[config.mk]
export PLATFORM = sky130hd
export DESIGN_NAME = tl_vc_arbiter
export DESIGN_NICKNAME = d
export VERILOG_FILES = /design/src/rtl/tl_vc_arbiter.sv
export SDC_FILE = /design/constraint.sdc
export NUM_CORES = 1
export LEC_CHECK = 0
export ABC_AREA = 1
export CORE_UTILIZATION = 43
export DETAILED_ROUTE_END_ITERATION = 10
export PLACE_DENSITY_LB_ADDON = 0.2
export SKIP_CTS_REPAIR_TIMING = 1
export SLEW_MARGIN = 20
export SYNTH_ARGS = -nofsm -noshare
export SYNTH_HDL_FRONTEND = slang
export SYNTH_SLANG_ARGS = --single-unit
[constraint.sdc]
create_clock -name clk -period 4.9 [get_ports clk]
set_input_delay 0.98 -clock clk [delete_from_list [all_inputs] [get_ports clk]]
set_output_delay 0.98 -clock clk [all_outputs]
set_load 0.005 [all_outputs]
[src/rtl/tl_vc_arbiter.sv]
// tl_vc_arbiter: link-side FSM plus NUM_VC-way pop scheduler that moves words
// from the per-VC source FIFOs into one downstream FIFO with a fixed two-cycle
// pop-to-push latency.
// Build option: ARB_STRICT_PRIO_EN selects fixed priority (VC0 highest)
// instead of round-robin.
module tl_vc_arbiter #(
    parameter int NUM_VC       = 4,
    parameter int LINE_SIZE    = 12,
    parameter int ADDRESS_SIZE = 3,
    parameter int DEF_FULL     = 6,
    parameter int DEF_EMPTY    = 1
) (
    input  logic                        clk,
    input  logic                        reset,
    input  logic                        init,
    input  logic [ADDRESS_SIZE-1:0]     init_full_in,
    input  logic [ADDRESS_SIZE-1:0]     init_empty_in,
    input  logic [NUM_VC-1:0]           vc_empty,
    input  logic [NUM_VC*LINE_SIZE-1:0] vc_data,
    input  logic                        out_almost_full,
    output logic [NUM_VC-1:0]           vc_pop,
    output logic                        out_push,
    output logic [LINE_SIZE-1:0]        out_data,
    output logic [3:0]                  state,
    output logic [ADDRESS_SIZE-1:0]     init_full,
    output logic [ADDRESS_SIZE-1:0]     init_empty,
    output logic                        idle
);

    localparam int PW = $clog2(NUM_VC);

    typedef enum logic [3:0] {
        S_RESET  = 4'b0001,
        S_INIT   = 4'b0010,
        S_IDLE   = 4'b0100,
        S_ACTIVE = 4'b1000
    } state_t;

    state_t                  state_q, state_d;
    logic [ADDRESS_SIZE-1:0] init_full_q, init_empty_q;
    logic                    p1_valid_q;
    logic [PW-1:0]           p1_sel_q;
    logic                    out_push_q;
    logic [LINE_SIZE-1:0]    out_data_q;
    logic                    grant_valid;
    logic [PW-1:0]           grant_idx;
    logic [PW-1:0]           search_idx;
    logic [PW-1:0]           start_idx;
    logic [LINE_SIZE-1:0]    sel_word;

`ifdef ARB_STRICT_PRIO_EN
    // Fixed priority: the search always begins at VC0.
    always_comb begin
        start_idx = '0;
    end
`else
    logic [PW-1:0] rr_q;

    // Round-robin pointer: moves to the VC after the one just granted.
    always_ff @(posedge clk) begin
        if (reset) begin
            rr_q <= '0;
        end else if (grant_valid) begin
            rr_q <= grant_idx + PW'(1);
        end
    end

    // Round-robin: the search begins at the pointer.
    always_comb begin
        start_idx = rr_q;
    end
`endif

    // Grant search: first non-empty VC from start_idx upward, wrapping modulo NUM_VC.
    always_comb begin
        grant_valid = 1'b0;
        grant_idx   = '0;
        search_idx  = '0;
        vc_pop      = '0;
        if (state_q == S_ACTIVE && !init && !out_almost_full) begin
            for (int unsigned i = 0; i < NUM_VC; i++) begin
                search_idx = start_idx + PW'(i);
                if (!grant_valid && !vc_empty[search_idx]) begin
                    grant_valid = 1'b1;
                    grant_idx   = search_idx;
                end
            end
        end
        if (grant_valid) begin
            vc_pop[grant_idx] = 1'b1;
        end
    end

    // Next-state logic; init takes priority over traffic in IDLE and ACTIVE.
    always_comb begin
        state_d = state_q;
        case (state_q)
            S_RESET:  state_d = S_INIT;
            S_INIT:   if (!init) state_d = S_IDLE;
            S_IDLE: begin
                if (init)                 state_d = S_INIT;
                else if (vc_empty != '1)  state_d = S_ACTIVE;
            end
            S_ACTIVE: begin
                if (init)                                 state_d = S_INIT;
                else if (vc_empty == '1 && !p1_valid_q)   state_d = S_IDLE;
            end
            default:  state_d = S_RESET;
        endcase
    end

    // State register and threshold configuration, loaded while in INIT.
    always_ff @(posedge clk) begin
        if (reset) begin
            state_q      <= S_RESET;
            init_full_q  <= ADDRESS_SIZE'(DEF_FULL);
            init_empty_q <= ADDRESS_SIZE'(DEF_EMPTY);
        end else begin
            state_q <= state_d;
            if (state_q == S_INIT) begin
                init_full_q  <= init_full_in;
                init_empty_q <= init_empty_in;
            end
        end
    end

    // Select the word the previously popped source FIFO is now presenting.
    always_comb begin
        sel_word = '0;
        for (int unsigned i = 0; i < NUM_VC; i++) begin
            if (PW'(i) == p1_sel_q) begin
                sel_word = vc_data[i*LINE_SIZE +: LINE_SIZE];
            end
        end
    end

    // Two-stage pop-to-push pipeline; it drains independently of the FSM state.
    always_ff @(posedge clk) begin
        if (reset) begin
            p1_valid_q <= 1'b0;
            p1_sel_q   <= '0;
            out_push_q <= 1'b0;
            out_data_q <= '0;
        end else begin
            p1_valid_q <= grant_valid;
            p1_sel_q   <= grant_idx;
            out_push_q <= p1_valid_q;
            if (p1_valid_q) begin
                out_data_q <= sel_word;
            end
        end
    end

    // Output mapping.
    always_comb begin
        state      = state_q;
        idle       = (state_q == S_IDLE);
        init_full  = init_full_q;
        init_empty = init_empty_q;
        out_push   = out_push_q;
        out_data   = out_data_q;
    end

endmodule
==> results of run 1 <==
[worst min-delay path, stage by stage, from the launching register on]
cell and delay [ns]:
sky130_fd_sc_hd__dfxtp_1 0.34, sky130_fd_sc_hd__nand2_1 0.05, sky130_fd_sc_hd__nand3_1 0.07
[per-stage QoR]
step                util, %  cell area (sq um)  total power [mW]
detailed placement    66.56               2663            0.3834
global route          68.35               2734            0.5840
CTS                   68.35               2734            0.5624
floorplan                 -               1780            0.3005
finish                68.35               2734            0.5578
global placement      66.56               2663            0.3802
[worst max path at each step]
stage,start,end,depth (start not counted)
floorplan,vc_empty[0],vc_pop[1],12
global placement,vc_empty[3],vc_pop[1],13
detailed placement,vc_empty[3],vc_pop[1],13
CTS,vc_empty[3],vc_pop[1],13
global route,vc_empty[2],vc_pop[2],15
finish,vc_empty[3],vc_pop[1],13
[per-layer routing]
metal	share of wire (%)	vias up	global-route usage (%)
met5	0	-	0
met3	8.5	2	5.345
li1	-	1022	-
met1	44	920	27.21
met4	0.34	0	4.255
met2	47	70	40.69
[kinds of logic after synthesis]
kind of cell    count (synthesis)  share of synthesized area [%]
compound gates                 52                          18.34
fa+ha+maj                       4                          2.811
simple gates                  132                          36.26
flops                          28                          31.48
buf+inv                        45                          11.10
[layout by cell type, fill, tap and decap left out, types with 4 or more instances in the layout]
cell / instances
sky130_fd_sc_hd__a31oi_1: 9
sky130_fd_sc_hd__a221oi_1: 12
sky130_fd_sc_hd__nand3_1: 16
sky130_fd_sc_hd__a21oi_1: 9
sky130_fd_sc_hd__nand2_1: 60
sky130_fd_sc_hd__ha_1: 4
sky130_fd_sc_hd__o21ai_0: 18
sky130_fd_sc_hd__dfxtp_1: 28
sky130_fd_sc_hd__inv_1: 30
sky130_fd_sc_hd__nand2_4: 5
sky130_fd_sc_hd__nor2_1: 28
sky130_fd_sc_hd__clkdlybuf4s50_1: 89
sky130_fd_sc_hd__nand3_2: 4
sky130_fd_sc_hd__nand2_2: 10
[flip-flops by register name, indices dropped and copies added, names as in the netlist]
| name | flops |
|---|---|
| init_full | 3 |
| init_empty | 3 |
| p1_sel_q | 2 |
| rr_q | 2 |
| state | 4 |
| out_push | 1 |
| p1_valid_q | 1 |
| out_data | 12 |
[area by class of cell]
class | count | share of cell area, %
clock buffer | 3 | 1.510
clock inverter | 1 | 1.098
inverter | 33 | 4.622
multi-input combinational | 188 | 37.39
sequential | 28 | 20.50
tap | 50 | 2.288
timing repair buffer | 89 | 32.59
[where the power goes]
group	leakage [nW]	total, mW	internal (mW)	switching [mW]
combinational	0.934	0.131	0.0810	0.0501
clock	0.0357	0.180	0.109	0.0704
sequential	0.227	0.247	0.239	0.00818
==> flow_metrics.py, run 1 <==
metrics = {
    "worst_setup_path": {
        "delay_of_the_slowest_critical_path_stage_ns": 0.54,
        "critPathMaxFanout": 5,
        "worst_r2r_startpoint": "rr_q[0]",
        "critical-path-top-delay-family": "buffers and inverters",
        "max_stage_delay_cell_worst_path": "sky130_fd_sc_hd__clkdlybuf4s50_1",
        "worstPathBufferInverterCount": 5,
        "worst_ep_arrival_time_ns": 3.15,
        "timing.reg2reg.setup_slack_ns": 2.69,
        "r2r_cells": 11,
        "critical_path.cell_chain": "clkdlybuf4s50_1 -> inv_1 -> nand2_2 -> nand3_2 -> nand2_4 -> nand3_2 -> nand3_1 -> nand3_2 -> inv_1 -> ha_1 -> inv_1 -> nor2_1 -> clkdlybuf4s50_1",
        "critPathLaunchType": "input port",
        "worstSetupEndpointType": "primary output",
        "worst_ep_required_time_ns": 3.92,
        "timing.setup.critical_path_class": "input port to primary output",
        "worst_r2r_endpoint": "rr_q[1]",
    },
    "sta": {
        "maxSlewHeadroom_pct": 45.23,
        "clock_skew_ns": 0.01263,
        "worst_slack_ns": 0.7722,
        "worst_pin_slew_ns": 0.8186,
        "fin_tns_setup_ns": 0,
        "setup_viol_count_final": 0,
        "fin_worst_hold_slack_ns": 0.4840,
        "finalCritPeriodShare_pct": 84.24,
        "max_freq_ghz": 0.2423,
        "minimum_period_implied_by_the_final_worst_setup_slack_ns": 4.128,
        "final_max_slew_viol_count": 0,
        "hold_viol": 0,
        "grt_setup_unrepaired": "false",
    },
    "synthesis": {
        "syn-cell-area_sq_um": 1780,
        "yosys_most_used_dff": "sky130_fd_sc_hd__dfxtp_1",
        "post_synthesis_async_set_or_reset_flop_share_pct": 0,
        "syn_nets": 327,
        "synth.cells.most_frequent": "sky130_fd_sc_hd__nand2_1 (60), sky130_fd_sc_hd__inv_1 (30), sky130_fd_sc_hd__dfxtp_1 (28), sky130_fd_sc_hd__nor2_1 (28), sky130_fd_sc_hd__o21ai_0 (18)",
        "synth-edff-count": 0,
        "synth_warnings": 0,
        "synth.avg_cell_area_sq_um": 6.822,
        "synth.area.top_cells": "sky130_fd_sc_hd__dfxtp_1 (31%), sky130_fd_sc_hd__nand2_1 (13%), sky130_fd_sc_hd__inv_1 (6.3%), sky130_fd_sc_hd__nor2_1 (5.9%), sky130_fd_sc_hd__a221oi_1 (5.9%)",
        "yosysTopAreaCell": "sky130_fd_sc_hd__dfxtp_1",
        "synth.most_common_cell": "sky130_fd_sc_hd__nand2_1",
        "yosys.cell_types.count": 27,
        "synthesis.instances": 261,
        "synth_sequential_area_ratio_pct": 31.48,
        "synth.ff_latch_count": 28,
        "netlist.area_leader.share_pct": 31.48,
    },
    "cells_and_area": {
        "antenna_cells_inserted": 0,
        "filler_cell_count": 357,
        "multi_input_area_sq_um": 1022,
        "final-seq-area_sq_um": 560.5,
        "nNetsFinal": 409,
        "fin_cells": 392,
        "area_growth_pct": 53.55,
        "post_route_cells_drive_above_1_share_pct": 9.064,
    },
    "power": {
        "irDropWorstVdd_mv": 0.1396,
        "leakagePower_nw": 1.197,
        "pwrdens_nw_per_um2": 204.0,
    },
    "die": {
        "fp.dieW_microns": 66.35,
        "num_rows": 23,
        "fp.coreArea_sq_um": 4000,
        "ioPinCount": 90,
        "dieArea_sq_um": 4402,
        "die_h_microns": 66.35,
        "initial_utilization_pct": 44.51,
    },
    "clocking": {
        "clk_pin_slew_ns": 0.10,
        "numClockSinks": 28,
        "cts_tree": "yes",
        "clkLatencyLatePin_ns": 0.27,
        "htree_levels": 1,
        "ctsRootBufferMaster": "sky130_fd_sc_hd__clkbuf_8",
        "cts_buffer_depth": 2,
        "cts-buffers-inserted": 3,
    },
    "drt": {
        "drc": 0,
        "vias_per_std_cell": 5.138,
        "drt.antenna.violating_nets": 0,
        "routedWlPerCell_microns": 12.70,
        "vias": 2014,
        "detail_route.first_pass.iterations": 4,
        "finalWirelength_mm": 4.980,
        "drt_first_iter_violations": 141,
    },
    "hold_path": {
        "hold-path-endpoint": "init_empty[0]",
        "holdCritStartpoint": "init_empty[0]",
        "worst_hold_path_type": "register to register",
        "hold_depth": 2,
    },
    "placement": {
        "place.detailed.hpwl_mm": 3.848,
        "dpl_worst_slack_ns": 0.7684,
        "placement.io_buffers": 89,
        "place.detailed.instances": 388,
        "final_weighted_congestion_in_routability_driven_placement": 0.9231,
    },
    "flow_run": {
        "drv.max_cap_violation_count": 0,
    },
    "grt": {
        "grt_pass1_wl_mm": 7.859,
        "largest_net_degree_at_the_start_of_global_routing": 26,
        "grt_overflow_total": 0,
        "groute.usage.overall_pct": 22.63,
        "vias_in_the_first_global_route": 1756,
        "initial_antenna_violation_count": 0,
    },
    "outcome": {
        "outcome": "completed",
    },
}
(Power assumes the default switching activity.)
==> inputs of run 2 (changes only) <==
--- a/config.mk
+++ b/config.mk
@@ -6,7 +6,7 @@
 export NUM_CORES = 1
 export LEC_CHECK = 0
 export ABC_AREA = 1
-export CORE_UTILIZATION = 43
+export CORE_UTILIZATION = 40
 export DETAILED_ROUTE_END_ITERATION = 10
 export PLACE_DENSITY_LB_ADDON = 0.2
 export SKIP_CTS_REPAIR_TIMING = 1
==> constraint.sdc (replaced) <==
create_clock -name clk -period 3.81 [get_ports clk]
set_input_delay 0.762 -clock clk [delete_from_list [all_inputs] [get_ports clk]]
set_output_delay 0.762 -clock clk [all_outputs]
set_load 0.005 [all_outputs]
==> run 2 against run 1 <==
  * Critical path type unchanged
  * Flip-flop and latch count is the same
  * First-iteration DRC count shrank 36%
  * Worst hold slack is essentially flat
  * Final cell count grew 0.26%
  * Utilization shrank 2.1 points
  * Highest routed layer unchanged
  * Global-route usage shrank 2.2 points
  * Clock-buffer cell count is the same
==> flow_metrics.py, run 2 (synthesis gave the netlist of run 1 again) <==
metrics = {
    "outcome": {
        "outcome": "completed",
    },
    "clocking": {
        "cts_buffer_depth": 2,
        "cts-buffers-inserted": 3,
        "numClockSinks": 28,
        "clk_pin_slew_ns": 0.10,
        "clkLatencyLatePin_ns": 0.27,
        "cts_tree": "yes",
        "ctsRootBufferMaster": "sky130_fd_sc_hd__clkbuf_8",
        "htree_levels": 1,
    },
    "cells_and_area": {
        "final_design_area_no_fill_sq_um": 2746,
        "antenna_cells_inserted": 0,
        "leading_cell_type_in_the_layout_fill_and_taps_excluded": "sky130_fd_sc_hd__clkdlybuf4s50_1",
        "final_cell_mix": "sky130_fd_sc_hd__clkdlybuf4s50_1 (87), sky130_fd_sc_hd__nand2_1 (60), sky130_fd_sc_hd__inv_1 (29)",
        "nNetsFinal": 410,
        "filler_cell_count": 358,
        "area_growth_pct": 54.25,
        "largest_reg_flops": 12,
        "postLayoutCoreUtil_pct": 66.27,
        "post_route_cells_drive_above_1_share_pct": 9.621,
    },
    "grt": {
        "groute.usage.overall_pct": 20.40,
        "grt_pass1_wl_mm": 7.438,
        "largest_net_degree_at_the_start_of_global_routing": 26,
        "grt_overflow_total": 0,
        "initial_antenna_violation_count": 0,
        "vias_in_the_first_global_route": 1744,
    },
    "worst_setup_path": {
        "critical-path-top-cell-by-count": "sky130_fd_sc_hd__nand2_1",
        "r2r_cells": 11,
        "worstSetupEndpointType": "primary output",
        "worstPathBufferInverterCount": 5,
        "worst_r2r_endpoint": "rr_q[1]",
        "delay_of_the_slowest_critical_path_stage_ns": 0.51,
        "worst_r2r_startpoint": "rr_q[0]",
        "worst_ep_arrival_time_ns": 2.87,
        "timing.setup.critical_path_class": "input port to primary output",
        "timing.reg2reg.setup_slack_ns": 1.83,
        "critical-path-top-delay-family": "buffers and inverters",
        "max_stage_delay_cell_worst_path": "sky130_fd_sc_hd__clkdlybuf4s50_1",
        "critical_path.cell_chain": "clkdlybuf4s50_1 -> inv_2 -> nand2_1 -> nand2_1 -> nand2_1 -> nand2_1 -> nand4_4 -> nand2_1 -> nand3_2 -> inv_1 -> ha_1 -> inv_1 -> nor2_1 -> clkdlybuf4s50_1",
        "critPathLaunchType": "input port",
        "critPathMaxFanout": 5,
        "worst_ep_required_time_ns": 3.05,
    },
    "drt": {
        "vias": 2034,
        "drt.antenna.violating_nets": 0,
        "finalWirelength_mm": 4.986,
        "vias_per_std_cell": 5.176,
        "detail_route.first_pass.iterations": 5,
        "drt_first_iter_violations": 90,
        "drc": 0,
        "routedWlPerCell_microns": 12.69,
    },
    "sta": {
        "max_freq_ghz": 0.2750,
        "minimum_period_implied_by_the_final_worst_setup_slack_ns": 3.636,
        "final_max_slew_viol_count": 0,
        "worst_pin_slew_ns": 0.8442,
        "maxSlewHeadroom_pct": 43.51,
        "setup_viol_count_final": 0,
        "finalCritPeriodShare_pct": 95.43,
        "clock_skew_ns": 0.009134,
        "hold_viol": 0,
    },
    "die": {
        "ioPinCount": 90,
        "fp.dieW_microns": 68.72,
        "dieArea_sq_um": 4722,
        "fp.coreArea_sq_um": 4144,
        "num_rows": 23,
        "initial_utilization_pct": 42.96,
        "die_h_microns": 68.72,
    },
    "hold_path": {
        "hold_depth": 2,
        "hold-path-endpoint": "init_full[2]",
        "holdCritStartpoint": "init_full[2]",
        "worst_hold_path_type": "register to register",
    },
    "placement": {
        "final_weighted_congestion_in_routability_driven_placement": 0.8591,
        "place.detailed.hpwl_mm": 3.752,
        "placement.io_buffers": 89,
        "area_post_placement_sq_um": 2670,
    },
    "power": {
        "leakagePower_nw": 1.219,
        "irDropWorstVdd_mv": 0.2000,
        "pwrdens_nw_per_um2": 261.1,
    },
    "flow_run": {
        "drv.max_cap_violation_count": 0,
    },
}
==> run 2: how the worst max path moves through the flow <==
stage	start	to	slack, ns	depth (start not counted)
6_report	vc_empty[0]	vc_pop[3]	0.17	14
5_1_grt	vc_empty[0]	vc_pop[1]	-0.01	14
4_1_cts	vc_empty[0]	vc_pop[3]	0.14	14
3_5_place_dp	vc_empty[0]	vc_pop[3]	0.15	14
3_3_place_gp	vc_empty[0]	vc_pop[1]	0.19	14
2_1_floorplan	vc_empty[0]	vc_pop[1]	1.29	12
==> run 2: final cells by class <==
class	instances	area (sq um)	share of cell area [%]
clock buffers	3	41.29	1.503
clock inverters	1	30.03	1.093
inverters	33	126.4	4.601
multi-input cells	188	1022	37.22
flip-flops and latches	28	560.5	20.41
well taps	50	62.56	2.278
repair buffers	90	903.4	32.89
==> run 2: worst register-to-register path, delay by kind of cell, from the launching register on <==
| family | cells | cell delay (ns) |
|---|---|---|
| AND/OR/NAND/NOR | 7 | 0.72 |
| buffers and inverters | 1 | 0.23 |
| adder cells (fa/ha/maj) | 1 | 0.32 |
| AO/OA/AOI/OAI | 2 | 0.22 |
| flip-flops | 1 | 0.38 |
==> run 2: layer usage <==
layer / track usage, % / routed length, microns / part of all wire (%) / vias up
li1: - / - / - / 1025
met1: 25.75 / 2171 / 44 / 910
met2: 35.78 / 2243 / 45 / 97
met3: 3.618 / 548 / 11 / 2
met4: 4.847 / 22 / 0.44 / 0
met5: 0 / 0 / 0 / -
==> run 2: power breakdown <==
part | internal, mW | switching (mW) | total (mW)
logic | 0.104 | 0.0619 | 0.166
registers | 0.307 | 0.0113 | 0.319
clock network | 0.141 | 0.0922 | 0.233
==> run 2: stage by stage <==
stage	cells	hold slack (ns)	setup TNS, ns	setup slack, ns	total power, mW
after floorplan	261	0.4658	0	1.293	0.3865
after global placement	389	0.4566	0	0.1909	0.4897
after detailed placement	389	0.4600	0	0.1528	0.4905
after CTS	393	0.4903	0	0.1376	0.7255
after global routing	393	0.5167	-0.009662	-0.009662	0.7531
final	393	0.4844	0	0.1740	0.7170
==> RTL change (config.mk and constraints of run 2) <==
Reset style: asynchronous (`reset`), changed in 3 clocked blocks.
--- a/src/rtl/tl_vc_arbiter.sv
+++ b/src/rtl/tl_vc_arbiter.sv
@@ -59,3 +59,3 @@
     // Round-robin pointer: moves to the VC after the one just granted.
-    always_ff @(posedge clk) begin
+    always_ff @(posedge clk or posedge reset) begin
         if (reset) begin
@@ -112,3 +112,3 @@
     // State register and threshold configuration, loaded while in INIT.
-    always_ff @(posedge clk) begin
+    always_ff @(posedge clk or posedge reset) begin
         if (reset) begin
@@ -137,3 +137,3 @@
     // Two-stage pop-to-push pipeline; it drains independently of the FSM state.
-    always_ff @(posedge clk) begin
+    always_ff @(posedge clk or posedge reset) begin
         if (reset) begin
Check against the original RTL: differs if reset is asserted again (counterexample within 4 cycles, from zero or initial values and one cycle with reset high); with reset held inactive, the same outputs for 10 cycles.
==> RTL change against run 2 <==
- sequential cell count unchanged
- synthesized cell count shrank 4.2%
- utilization decreased by 2.1 points
- register-to-register slack got worse by 0.13 ns
- routed wire length fell by 2.0%
- largest cell class unchanged
- first-iteration DRC count is 23% lower
- global-route usage increased by 0.17 points
- setup slack improved by 0.032 ns
- area after synthesis is 2.1% higher
- final area is 1.7% higher
- critical path depth is 1 higher
- non-clock buffer count decreased by 1
Power is not compared: it rests on default switching activity, and its combinational part moved more than twofold at a synthesized area within 25%.
==> RTL change: results (changes against run 2) <==
status: finished clean
Worst R2R Setup Slack: 1.70 ns (-0.13 ns)
Final #Nets: 401 (-2.2%)
Inst Count DP: 382 (-1.8%)
clk root buf: clkbuf_8
Slew Limit Fails: 0 (unchanged)
number of H-tree levels: 1 (unchanged)
fraction of final layout cells sized beyond drive strength 1: 11.4% (+1.8 points)
Synth area leaders: dfrtp_1 33%, nand2_1 19%, dfstp_2 5.8%
initial antenna violation count: 0 (unchanged)
Synthesized Nets: 316 (-3.4%)
largest net degree at the start of global routing: 29 (+12%)
leakage power: 1.38 nW
non-filler cells, final: 386 (-1.8%)
diode count: 0 (unchanged)
PortBufs: 89 (unchanged)
first-pass GRT wire length: 8.09 mm (+8.7%)
Synthesis Warnings: 0 (unchanged)
DR vias/cell: 5.00 (-3.4%)
Top FF cell, synth: dfrtp_1
async set-or-reset flop fraction in the synthesized netlist: 100% (+100 points)
hpwl dp: 3.78 mm (+0.61%)
CTS max path bufs: 2 (unchanged)
WL final: 4.89 mm (-2.0%)
count of cell types in the netlist: 27 (unchanged)
TritonRoute pass-1 iters: 4 (-1)
Seq/Total Area, Yosys: 38.8% (+7.3 points)
final clock skew: 0.00447 ns (-0.00467 ns)
Worst slew margin: 45.5% (+1.9 points)
worst skew pair latency: 0.27 ns (about the same)
sw frac: 33.6%
VDD IR max: 0.000217 V
gpl congestion: 0.851 (-0.92%)
GRT Total Usage: 20.6% (+0.17 points)
Hold Crit Class: reg2reg
vias in the first global route: 1762 (+1.0%)
max reg flops: 12 (unchanged)
CP Max Fanout: 6 (+1)
Post-synth top cells: 91 x nand2_1, 24 x dfrtp_1, 24 x inv_1, 21 x nand3_1, 14 x nand2_2
Worst-path clk slew: 0.10 ns (about the same)
1st-iter DRT viols: 69 (-23%)
CP arrival: 2.84 ns (-0.03 ns)
Synth Area per Inst: 7.27 sq um (+6.6%)
CTS buffer count: 3 (unchanged)
[RTL change: cell types whose count changed after synthesis, sizes merged, moves of 7 or more]
cell / before / now
nand2: 75 / 108
dfrtp: 0 / 24
a21oi: 9 / 2
dfxtp: 28 / 0
nor2: 32 / 13
a31oi: 9 / 1
[RTL change: metal layers]
| layer | track usage, % | vias to the layer above | routed length [um] |
|---|---|---|---|
| met5 | 0 | - | 0 |
| met4 | 7.71 | 0 | 89 |
| met3 | 3.92 | 8 | 286 |
| met2 | 33.3 | 59 | 2310 |
| met1 | 27.2 | 887 | 2200 |
| li1 | - | 975 | - |
[RTL change: through the flow]
stage | hold WS (ns) | cell area (sq um) | power, mW | worst slack [ns]
after floorplan | 0.369 | 1820 | 0.809 | 1.33
after global placement | 0.395 | 2720 | 1.11 | 0.230
after detailed placement | 0.394 | 2720 | 1.12 | 0.205
after CTS | 0.421 | 2790 | 1.36 | 0.186
after global routing | 0.440 | 2790 | 1.44 | 0.0289
final | 0.413 | 2790 | 1.35 | 0.206
[RTL change: area by class of cell]
cell class | instances | area [sq um]
timing repair buffer | 89 | 893
inverter | 29 | 111
tap | 52 | 65.1
sequential | 28 | 706
clock buffer | 3 | 41.3
multi-input combinational | 184 | 946
fill | 387 | 1560
clock inverter | 1 | 30.0
[RTL change: cell families after synthesis]
logic type               synth area share (%)
AO/OA/AOI/OAI                            11.0
flip-flops                               38.8
buffers and inverters                    9.15
adder cells (fa/ha/maj)                  2.75
AND/OR/NAND/NOR                          38.3
[RTL change: worst paths after layout]
kind,from,cells past startpoint,to
setup / recovery,vc_empty[3],15,vc_pop[3]
hold / removal,p1_valid_q,0,out_push
setup reg to reg,rr_q[0],12,rr_q[1]
hold reg to reg,p1_valid_q,0,out_push
max in group asynchronous,reset,2,init_empty[0]
min in group asynchronous,reset,2,out_data[5]
[RTL change: worst max-delay path, cell delays in order]
cell	delay [ns]
clkdlybuf4s50_1	0.50
inv_1	0.09
nand2_4	0.07
nand3_2	0.10
nand2_4	0.11
nand3_1	0.10
nand3_1	0.08
nand2_1	0.05
nand2_1	0.06
nand2_2	0.07
inv_2	0.07
ha_1	0.14
inv_1	0.04
nor2_1	0.09
clkdlybuf4s50_1	0.50
[RTL change: power groups by stage]
| stage | registers (mW) | clock network (mW) | logic [mW] |
|---|---|---|---|
| floorplan | 0.484 | 0 | 0.325 |
| CTS | 0.491 | 0.241 | 0.628 |
| global placement | 0.492 | 0 | 0.615 |
| finish | 0.491 | 0.234 | 0.621 |
| detailed placement | 0.496 | 0 | 0.626 |
| global route | 0.504 | 0.247 | 0.689 |
